==> config.mk <==
export PLATFORM = sky130hd
export DESIGN_NAME = rom_index_sequencer
export DESIGN_NICKNAME = d
export VERILOG_FILES = /design/src/rtl/rom_index_sequencer.sv
export SDC_FILE = /design/constraint.sdc
export NUM_CORES = 1
export LEC_CHECK = 0
export CORE_MARGIN = 2
export CORE_UTILIZATION = 46
export CTS_CLUSTER_SIZE = 12
export DETAILED_ROUTE_END_ITERATION = 10
export PLACE_DENSITY = 0.81
export SLEW_MARGIN = 20
export SYNTH_ARGS = -nofsm -noshare
export SYNTH_HDL_FRONTEND = slang
export SYNTH_SLANG_ARGS = --single-unit
==> constraint.sdc <==
create_clock -name clk -period 2.5 [get_ports clk]
set_input_delay 0.5 -clock clk [delete_from_list [all_inputs] [get_ports clk]]
set_output_delay 0.5 -clock clk [all_outputs]
set_load 0.1 [all_outputs]
==> src/rtl/rom_index_sequencer.sv <==
// rom_index_sequencer: sweeps a combinational ROM from FIRST_IDX to LAST_IDX and
// presents each word, tagged with its address, through a one-entry valid/ready register.
module rom_index_sequencer #(
  parameter int IDX_W     = 5,
  parameter int DATA_W    = 6,
  parameter int FIRST_IDX = 1,
  parameter int LAST_IDX  = 24
) (
  input  logic              clk,
  input  logic              rst,
  input  logic              start,
  output logic [IDX_W-1:0]  rom_addr,
  input  logic [DATA_W-1:0] rom_data,
  output logic [DATA_W-1:0] out_data,
  output logic [IDX_W-1:0]  out_index,
  output logic              out_valid,
  input  logic              out_ready,
  output logic              busy,
  output logic              done
);
  localparam logic [IDX_W-1:0] LP_FIRST = IDX_W'(FIRST_IDX);
  localparam logic [IDX_W-1:0] LP_LAST  = IDX_W'(LAST_IDX);

  typedef enum logic [1:0] {S_IDLE, S_RUN, S_DRAIN, S_DONE} state_t;

  state_t              r_state, w_state_nxt;
  logic [IDX_W-1:0]    r_idx;
  logic [DATA_W-1:0]   r_out_data;
  logic [IDX_W-1:0]    r_out_index;
  logic                r_out_valid;
  logic                w_load, w_accept, w_last;

  // The output register refills in the same cycle it is drained, so a held-high
  // ready gives one beat per clock.
  assign w_accept = r_out_valid && out_ready;
  assign w_load   = (r_state == S_RUN) && (!r_out_valid || out_ready);
  // Compared before increment: LAST_IDX may be the all-ones address.
  assign w_last   = (r_idx == LP_LAST);

  always_ff @(posedge clk) begin
    if (rst) r_state <= S_IDLE;
    else     r_state <= w_state_nxt;
  end

  always_comb begin
    w_state_nxt = r_state;
    busy        = 1'b0;
    done        = 1'b0;
    case (r_state)
      S_IDLE:  if (start) w_state_nxt = S_RUN;
      S_RUN: begin
        busy = 1'b1;
        if (w_load && w_last) w_state_nxt = S_DRAIN;
      end
      S_DRAIN: begin
        busy = 1'b1;
        if (w_accept) w_state_nxt = S_DONE;
      end
      S_DONE: begin
        done        = 1'b1;
        w_state_nxt = S_IDLE;
      end
      default: w_state_nxt = S_IDLE;
    endcase
  end

  always_ff @(posedge clk) begin
    if (rst) begin
      r_idx       <= LP_FIRST;
      r_out_data  <= '0;
      r_out_index <= '0;
      r_out_valid <= 1'b0;
    end else if (w_load) begin
      r_out_data  <= rom_data;
      r_out_index <= r_idx;
      r_out_valid <= 1'b1;
      r_idx       <= w_last ? LP_FIRST : r_idx + IDX_W'(1);
    end else if (w_accept) begin
      r_out_valid <= 1'b0;
    end
  end

  assign rom_addr  = r_idx;
  assign out_data  = r_out_data;
  assign out_index = r_out_index;
  assign out_valid = r_out_valid;

endmodule

**After elaboration in Yosys (flattened, before gate mapping)**

Index checks and enable logic that the tools add are counted.

- Register bits after elaboration: 19
- Output and inout port bits: 19

- $add $sub $neg: 1
- Eq/ne operators: 7
- Muxes and demuxes: 9
- Reduce and logical (&&, ||, !) cells: 9

Operators with widths:

| operator | count |
|---|---|
| one-hot mux 2 bit (4 select lines) | 1 |
| two-way mux 2 bit | 3 |
| adder 5 x 1 -> 5 bit, second input constant | 1 |
| == test 5 bit, second input constant | 1 |
| two-way mux 5 bit | 1 |
| == test 2 bit, second input constant | 2 |
| two-way mux 1 bit | 4 |
| inequality test 2 bit, second input constant | 2 |
| logical AND 1 bit | 3 |
| AND reduction 3 bit | 1 |
| == test 2 x 1 -> 1 bit, second input constant | 1 |
| zero test 2 bit | 1 |
| inequality test 2 x 1 -> 1 bit, second input constant | 1 |
| nonzero test 2 bit | 1 |
| OR reduction 2 bit | 1 |
| zero test 1 bit | 1 |
| logical OR 1 bit | 1 |

**Logic depth before layout (Yosys ltp)**

Gate-level depths: netlist (run 1).

- Depth after elaboration: 6
- Mapped depth: 7

**Worst setup path before layout (run 1)**

OpenSTA, ideal clock, no wires.

- Path type: reg-to-reg
- Start point: register r_idx[0], in the netlist rom_addr[0]
- End point: register r_idx[0], in the netlist rom_addr[0]
- Arrival: 2011 ps
- Setup slack: 375 ps
- Cell stages (with the launch flop): 7
- Buffers on the path: 0
- Cells stage by stage: dfxtp_1 inv_1 ha_1 and4b_1 nand3_2 or2b_1 a21o_1

- Longest elaborated chain between the ends: 2
- Elaborated cells between the ends (all ways): 3
- Classes of those cells: add/sub: 1; eq/ne: 1; mux: 1

Ends and longest elaborated chain:

| element | RTL line | RTL |
|---|---|---|
| start, declared | 27 | `logic [IDX_W-1:0] r_idx;` |
| start signal, assigned | 77 | `r_idx <= w_last ? LP_FIRST : r_idx + IDX_W'(1);` |
| adder 5 x 1 -> 5 bit or == test 5 bit (tied branches) | 77, 38 |  |
| two-way mux 5 bit * | 77 |  |

Mark *: on every way between the ends. The rest lies on a longest branch, timed or not.
A chain may end at the register's enable or synchronous reset.

**Worst setup path in the final report (run 1)**

- Start point: register r_state[1]
- End point: output busy

- Longest elaborated chain between the ends: 3
- Elaborated cells between the ends (all ways): 4
- Classes of those cells: eq/ne: 2; mux: 1; reduce/logical: 1

Ends and longest elaborated chain:

| element | RTL line | RTL |
|---|---|---|
| start, declared | 26 | `state_t r_state, w_state_nxt;` |
| start signal, assigned | 42 | `else r_state <= w_state_nxt;` |
| == test 2 x 1 -> 1 bit or == test 2 bit (tied branches) | 49 | `case (r_state)` |
| OR reduction 2 bit (no source line) * | n/a |  |
| two-way mux 1 bit * | 49 |  |
| end, declared | 18 | `output logic busy,` |

Marked as above.

==> results of run 1 <==
-- cells in the mapped netlist, types with 2 or more instances --
| cell | instances |
|---|---|
| a211oi_1 | 2 |
| a21oi_1 | 13 |
| and2_1 | 3 |
| clkbuf_1 | 3 |
| dfxtp_1 | 19 |
| ha_1 | 6 |
| inv_1 | 5 |
| nand2_1 | 27 |
| nand2b_1 | 2 |
| nand4_1 | 2 |
| nor2_1 | 3 |
| xor2_1 | 3 |
-- sequential cells by signal, indices dropped and copies added, names as in the netlist --
signal and count:
out_index 5, r_state 2, rom_addr 5, out_data 6, out_valid 1
-- power by group --
group / switching, mW / internal (mW)
sequential: 0.0544 / 0.369
clock: 0.0911 / 0.0596
combinational: 0.690 / 0.207
total: 0.836 / 0.635
-- kinds of logic (layout without fill, tap and decap cells) --
logic type	Yosys count	in the layout
buffers and inverters	10	38
DFF	19	19
AOI/OAI and AO/OA	17	17
and+or+nand+nor	43	43
adders and majority gates	6	6
muxes	1	1
xor gates and xnor gates	3	3
-- routing by layer --
metal  global-route usage  share of wire  vias up
li1                     -              -      379
met1                0.210           0.43      348
met2                0.299           0.50       23
met3               0.0731          0.046        4
met4               0.0833          0.017        0
met5                    0              0        -
-- final cells by class --
type                    instances  area, µm²  share of cell area
multi-input cells              70        415               0.373
well taps                      25       31.3              0.0281
flip-flops and latches         19        380               0.342
clock inverters                 1       5.00             0.00449
clock buffers                   3       22.5              0.0202
repair buffers                 29        240               0.216
inverters                       5       18.8              0.0169
-- worst max-delay path: cells and delay by family, from the launching register on --
family	cells	cell delay, ns
fa+ha+maj	1	0.30
buf+inv	2	0.37
flops	1	0.40
-- final timing paths --
kind	from	end	slack, ns
worst max-delay path	r_state[1]$_SDFFE_PP0P_	busy	0.64
worst min-delay path	out_data[4]$_SDFFE_PP0N_	out_data[4]$_SDFFE_PP0N_	0.46
worst max register to register	r_state[1]$_SDFFE_PP0P_	r_state[0]$_SDFFE_PP0P_	0.87
worst min register to register	out_data[4]$_SDFFE_PP0N_	out_data[4]$_SDFFE_PP0N_	0.46
-- metrics by stage --
stage               hold WS, ns  total power, mW  instances  area (µm²)  utilization
global placement          0.449             1.31        148        1090        0.629
finish                    0.460             1.47        152        1110        0.645
global route              0.490             1.55        152        1110        0.645
floorplan                 0.485             1.18         99         842            -
CTS                       0.465             1.48        152        1110        0.645
detailed placement        0.449             1.33        148        1090        0.629
==> results.txt, run 1 <==
status: complete, no violations
max_cap viols: 0
Final WS setup: 0.636 ns
Num Clock Sinks: 19
EDFF count, synth: 0
total power divided by cell area: 1320 nW/µm²
DP HPWL: 1310 µm
Syn Area/Cell: 8.51 µm²
GPL Wtd Cong: 0.735
TritonRoute pass-1 iters: 4
gr usage total: 0.183
core footprint: 1730 µm²
Port Buf Inserts: 28
f_max: 537 MHz
1st-iter DRT viols: 10
synth unique cells: 23
Post-Synth XOR/XNOR Area: 0.0312
Mapped Area: 842 µm²
Hold-fix buffers, CTS: 0
Leak: 0.478 nW
RSZ-0062 raised after global routing: no
n_diodes: 0
die area: 2190 µm²
final setup vio count: 0
Inserted Clock Buffers: 3
crit path time final: 1.86 ns
Hold Crit Depth: 2
dominant cell type by area after synthesis: dfxtp_1
final worst-path cycle share: 0.746
Layout Area Growth over Synthesis: 32.2%
CTS resizes: 0
Routed WL: 1720 µm
post-synthesis mux area share: 0.0119
total gr overflow: 0
Synth top area share: 0.452
CP Capture Type: output port
Ys Warns: 0
worst slew pin tran: 0.406 ns
initial antenna violation count: 0
Ports: 29
vias in the first global route: 669
Setup TNS: 0 ns
dpl ws: 0.534 ns
simple-gate share of the synthesized area: 0.245
WL/cell: 11.3 µm
Worst R2R Path Depth: 5
Synthesized Nets: 115
worst-skew pair later-pin latency: 0.30 ns
post-CTS setup buffer count: 0
Die H: 46.8 µm
fraction of layout cells with a size suffix above 1: 0.205
Worst Skew: 0.00413 ns
worst hold path class: reg2reg
complex-gate fraction of the synthesized area: 0.116
CP max-delay cell: dfxtp_1
most frequent cells in the layout: 27 x nand2_1, 20 x buf_4, 19 x dfxtp_1, 13 x a21oi_1, 9 x clkdlybuf4s50_1
row cnt: 15
crit path kind: reg2out
top_reg_cell synth: dfxtp_1
Filler cells: 163
first-pass GRT wire length: 2820 µm
Syn Inst Count: 99
clock root cell: clkbuf_4
drt drc: 0
worst stage delay on the critical path: 0.40 ns
Setup crit start kind: flop
CP required: 2.00 ns
routed via count: 754
CTS Buffer Depth: 2
Max transition margin: 0.729
DR vias/cell: 4.96
Max VDD drop: 0.747 mV
H-tree levels: 1
Clock Pin Slew Worst Setup and Hold Paths: 0.10 ns
Slew Viols, Final: 0
DRT antenna net count: 0
CP cell instances: inv_1 > ha_1 > buf_4
most common cell after layout, fill and taps aside: nand2_1
final hold vios: 0
Starting Density: 0.488
net count reported at finish: 144
Die Width: 46.8 µm
CTS tree: done
synthesized flop and latch total: 19
CP arrival: 1.36 ns
pin count of the biggest net entering global routing: 18
main combinational cell family by area after synthesis: simple AND/OR/NAND/NOR gates
sequential cell area fraction in the yosys report: 0.452
Synth Area in Adders: 0.0892
synth top area cells: dfxtp_1 45%, nand2_1 12%, ha_1 8.9%, a21oi_1 7.7%, xor2_1 3.1%
worst-path fanout max: 4
asr flop ratio synth: 0
Power figures use the tool's default switching activity.
==> inputs of run 2 (changes only) <==
--- a/config.mk
+++ b/config.mk
@@ -6,10 +6,10 @@
 export NUM_CORES = 1
 export LEC_CHECK = 0
 export CORE_MARGIN = 2
-export CORE_UTILIZATION = 46
+export CORE_UTILIZATION = 43
 export CTS_CLUSTER_SIZE = 12
 export DETAILED_ROUTE_END_ITERATION = 10
-export PLACE_DENSITY = 0.81
+export PLACE_DENSITY = 0.77
 export SLEW_MARGIN = 20
 export SYNTH_ARGS = -nofsm -noshare
 export SYNTH_HDL_FRONTEND = slang
==> constraint.sdc (replaced) <==
create_clock -name clk -period 1.8 [get_ports clk]
set_input_delay 0.36 -clock clk [delete_from_list [all_inputs] [get_ports clk]]
set_output_delay 0.36 -clock clk [all_outputs]
set_load 0.1 [all_outputs]
==> results.txt, run 2 (synthesis gave the netlist of run 1 again) <==
Hold Crit Depth: 2
clock root cell: clkbuf_4
worst-skew pair later-pin latency: 0.31 ns
Worst R2R Path Depth: 5
Inserted Clock Buffers: 3
number of flip-flops in the largest register: 6
f_max: 602 MHz
worst hold path class: reg2reg
CTS resizes: 0
die area: 2330 µm²
crit path time final: 1.66 ns
initial antenna violation count: 0
cell area after layout: 1380 µm²
Starting Density: 0.443
pin count of the biggest net entering global routing: 13
fraction of layout cells with a size suffix above 1: 0.264
Ports: 29
GPL Wtd Cong: 0.838
routed via count: 752
n_diodes: 0
vias in the first global route: 638
Port Buf Inserts: 28
TritonRoute pass-1 iters: 2
fin cells: 156
status: complete, no violations
Filler cells: 139
DRT antenna net count: 0
worst-path fanout max: 3
Layout Area Growth over Synthesis: 63.4%
Slew Viols, Final: 0
most common cell after layout, fill and taps aside: nand2_1
final worst-path cycle share: 0.922
CP max-delay cell: dfxtp_1
Worst Skew: 0.00762 ns
DP HPWL: 1370 µm
H-tree levels: 1
Die H: 48.3 µm
CP arrival: 1.30 ns
net count reported at finish: 146
Num Clock Sinks: 19
Leak: 0.547 nW
Max transition margin: 0.742
row cnt: 16
Die Width: 48.3 µm
total gr overflow: 0
Clock Pin Slew Worst Setup and Hold Paths: 0.11 ns
FF-to-FF Start: r_state[1]$_SDFFE_PP0P_
post-CTS setup buffer count: 0
Routed WL: 1750 µm
CP cell instances: inv_1 > ha_1 > buf_12
max_cap viols: 0
final setup vio count: 0
worst slew pin tran: 0.388 ns
CP Capture Type: output port
area post-placement: 1350 µm²
DR vias/cell: 4.82
Max VDD drop: 1.11 mV
critical path buffer and inverter count: 2
HP Start: out_index[3]$_SDFFE_PP0N_
core footprint: 1900 µm²
1st-iter DRT viols: 4
WL/cell: 11.2 µm
CTS tree: done
total power divided by cell area: 1710 nW/µm²
CTS Buffer Depth: 2
RSZ-0062 raised after global routing: no
family with the most delay on the worst path: flip-flops
worst stage delay on the critical path: 0.38 ns
CP required: 1.44 ns
Hold-fix buffers, CTS: 0
drt drc: 0
Setup crit start kind: flop
final hold vios: 0
gr usage total: 0.178
most frequent cells in the layout: 27 x nand2_1, 19 x buf_12, 13 x a21oi_1, 13 x dfxtp_1, 9 x clkdlybuf4s50_1
Setup crit start: r_state[0]$_SDFFE_PP0P_
post-placement cell count: 152
cell depth of the worst setup path: 3
crit path kind: reg2out
first-pass GRT wire length: 2840 µm
## run 2: cell count changes in the layout (fill, tap and decap cells not counted)
cell and delta:
buf_12 +19, buf_4 -17, dfxtp_2 +6, dfxtp_1 -6
## run 2: area by class of cell
cell class                 count  area, µm²  share of cell area
timing repair buffer          31        493               0.358
clock buffer                   3       22.5              0.0164
tap                           27       33.8              0.0245
clock inverter                 1       5.00             0.00364
sequential                    19        388               0.282
multi-input combinational     70        415               0.302
inverter                       5       18.8              0.0136
## run 2: worst paths after layout
path | end | slack [ns]
hold reg to reg | out_index[3]$_SDFFE_PP0N_ | 0.50
setup reg to reg | r_state[0]$_SDFFE_PP0P_ | 0.19
hold / removal | out_index[3]$_SDFFE_PP0N_ | 0.50
setup / recovery | busy | 0.14
## run 2: power breakdown
group	switching [mW]	total [mW]	internal, mW
Combinational	0.968	1.51	0.543
Clock	0.132	0.215	0.0831
Sequential	0.111	0.630	0.519
Total	1.21	2.36	1.15
## run 2: layer usage
| metal | part of all wire | global-route usage |
|---|---|---|
| met1 | 0.44 | 0.226 |
| met2 | 0.49 | 0.282 |
| met3 | 0.052 | 0.0593 |
| met4 | 0.014 | 0.0649 |
| met5 | 0 | 0 |
## run 2: through the flow
stage / utilization / TNS, ns / total power, mW / hold slack [ns] / worst slack [ns]
after floorplan: - / 0 / 1.64 / 0.485 / 0.0291
after global placement: 0.709 / 0 / 2.13 / 0.486 / 0.0363
after detailed placement: 0.709 / -0.0473 / 2.16 / 0.489 / -0.0473
after CTS: 0.724 / 0 / 2.38 / 0.505 / 0.124
after global routing: 0.724 / 0 / 2.47 / 0.529 / 0.0711
final: 0.724 / 0 / 2.36 / 0.501 / 0.140
## run 2: worst reg2reg max path: stages (launching register included)
cell      delay [ns]
dfxtp_1         0.35
inv_1           0.08
ha_1            0.33
nand3_2         0.13
a221o_1         0.41
a211oi_1        0.23
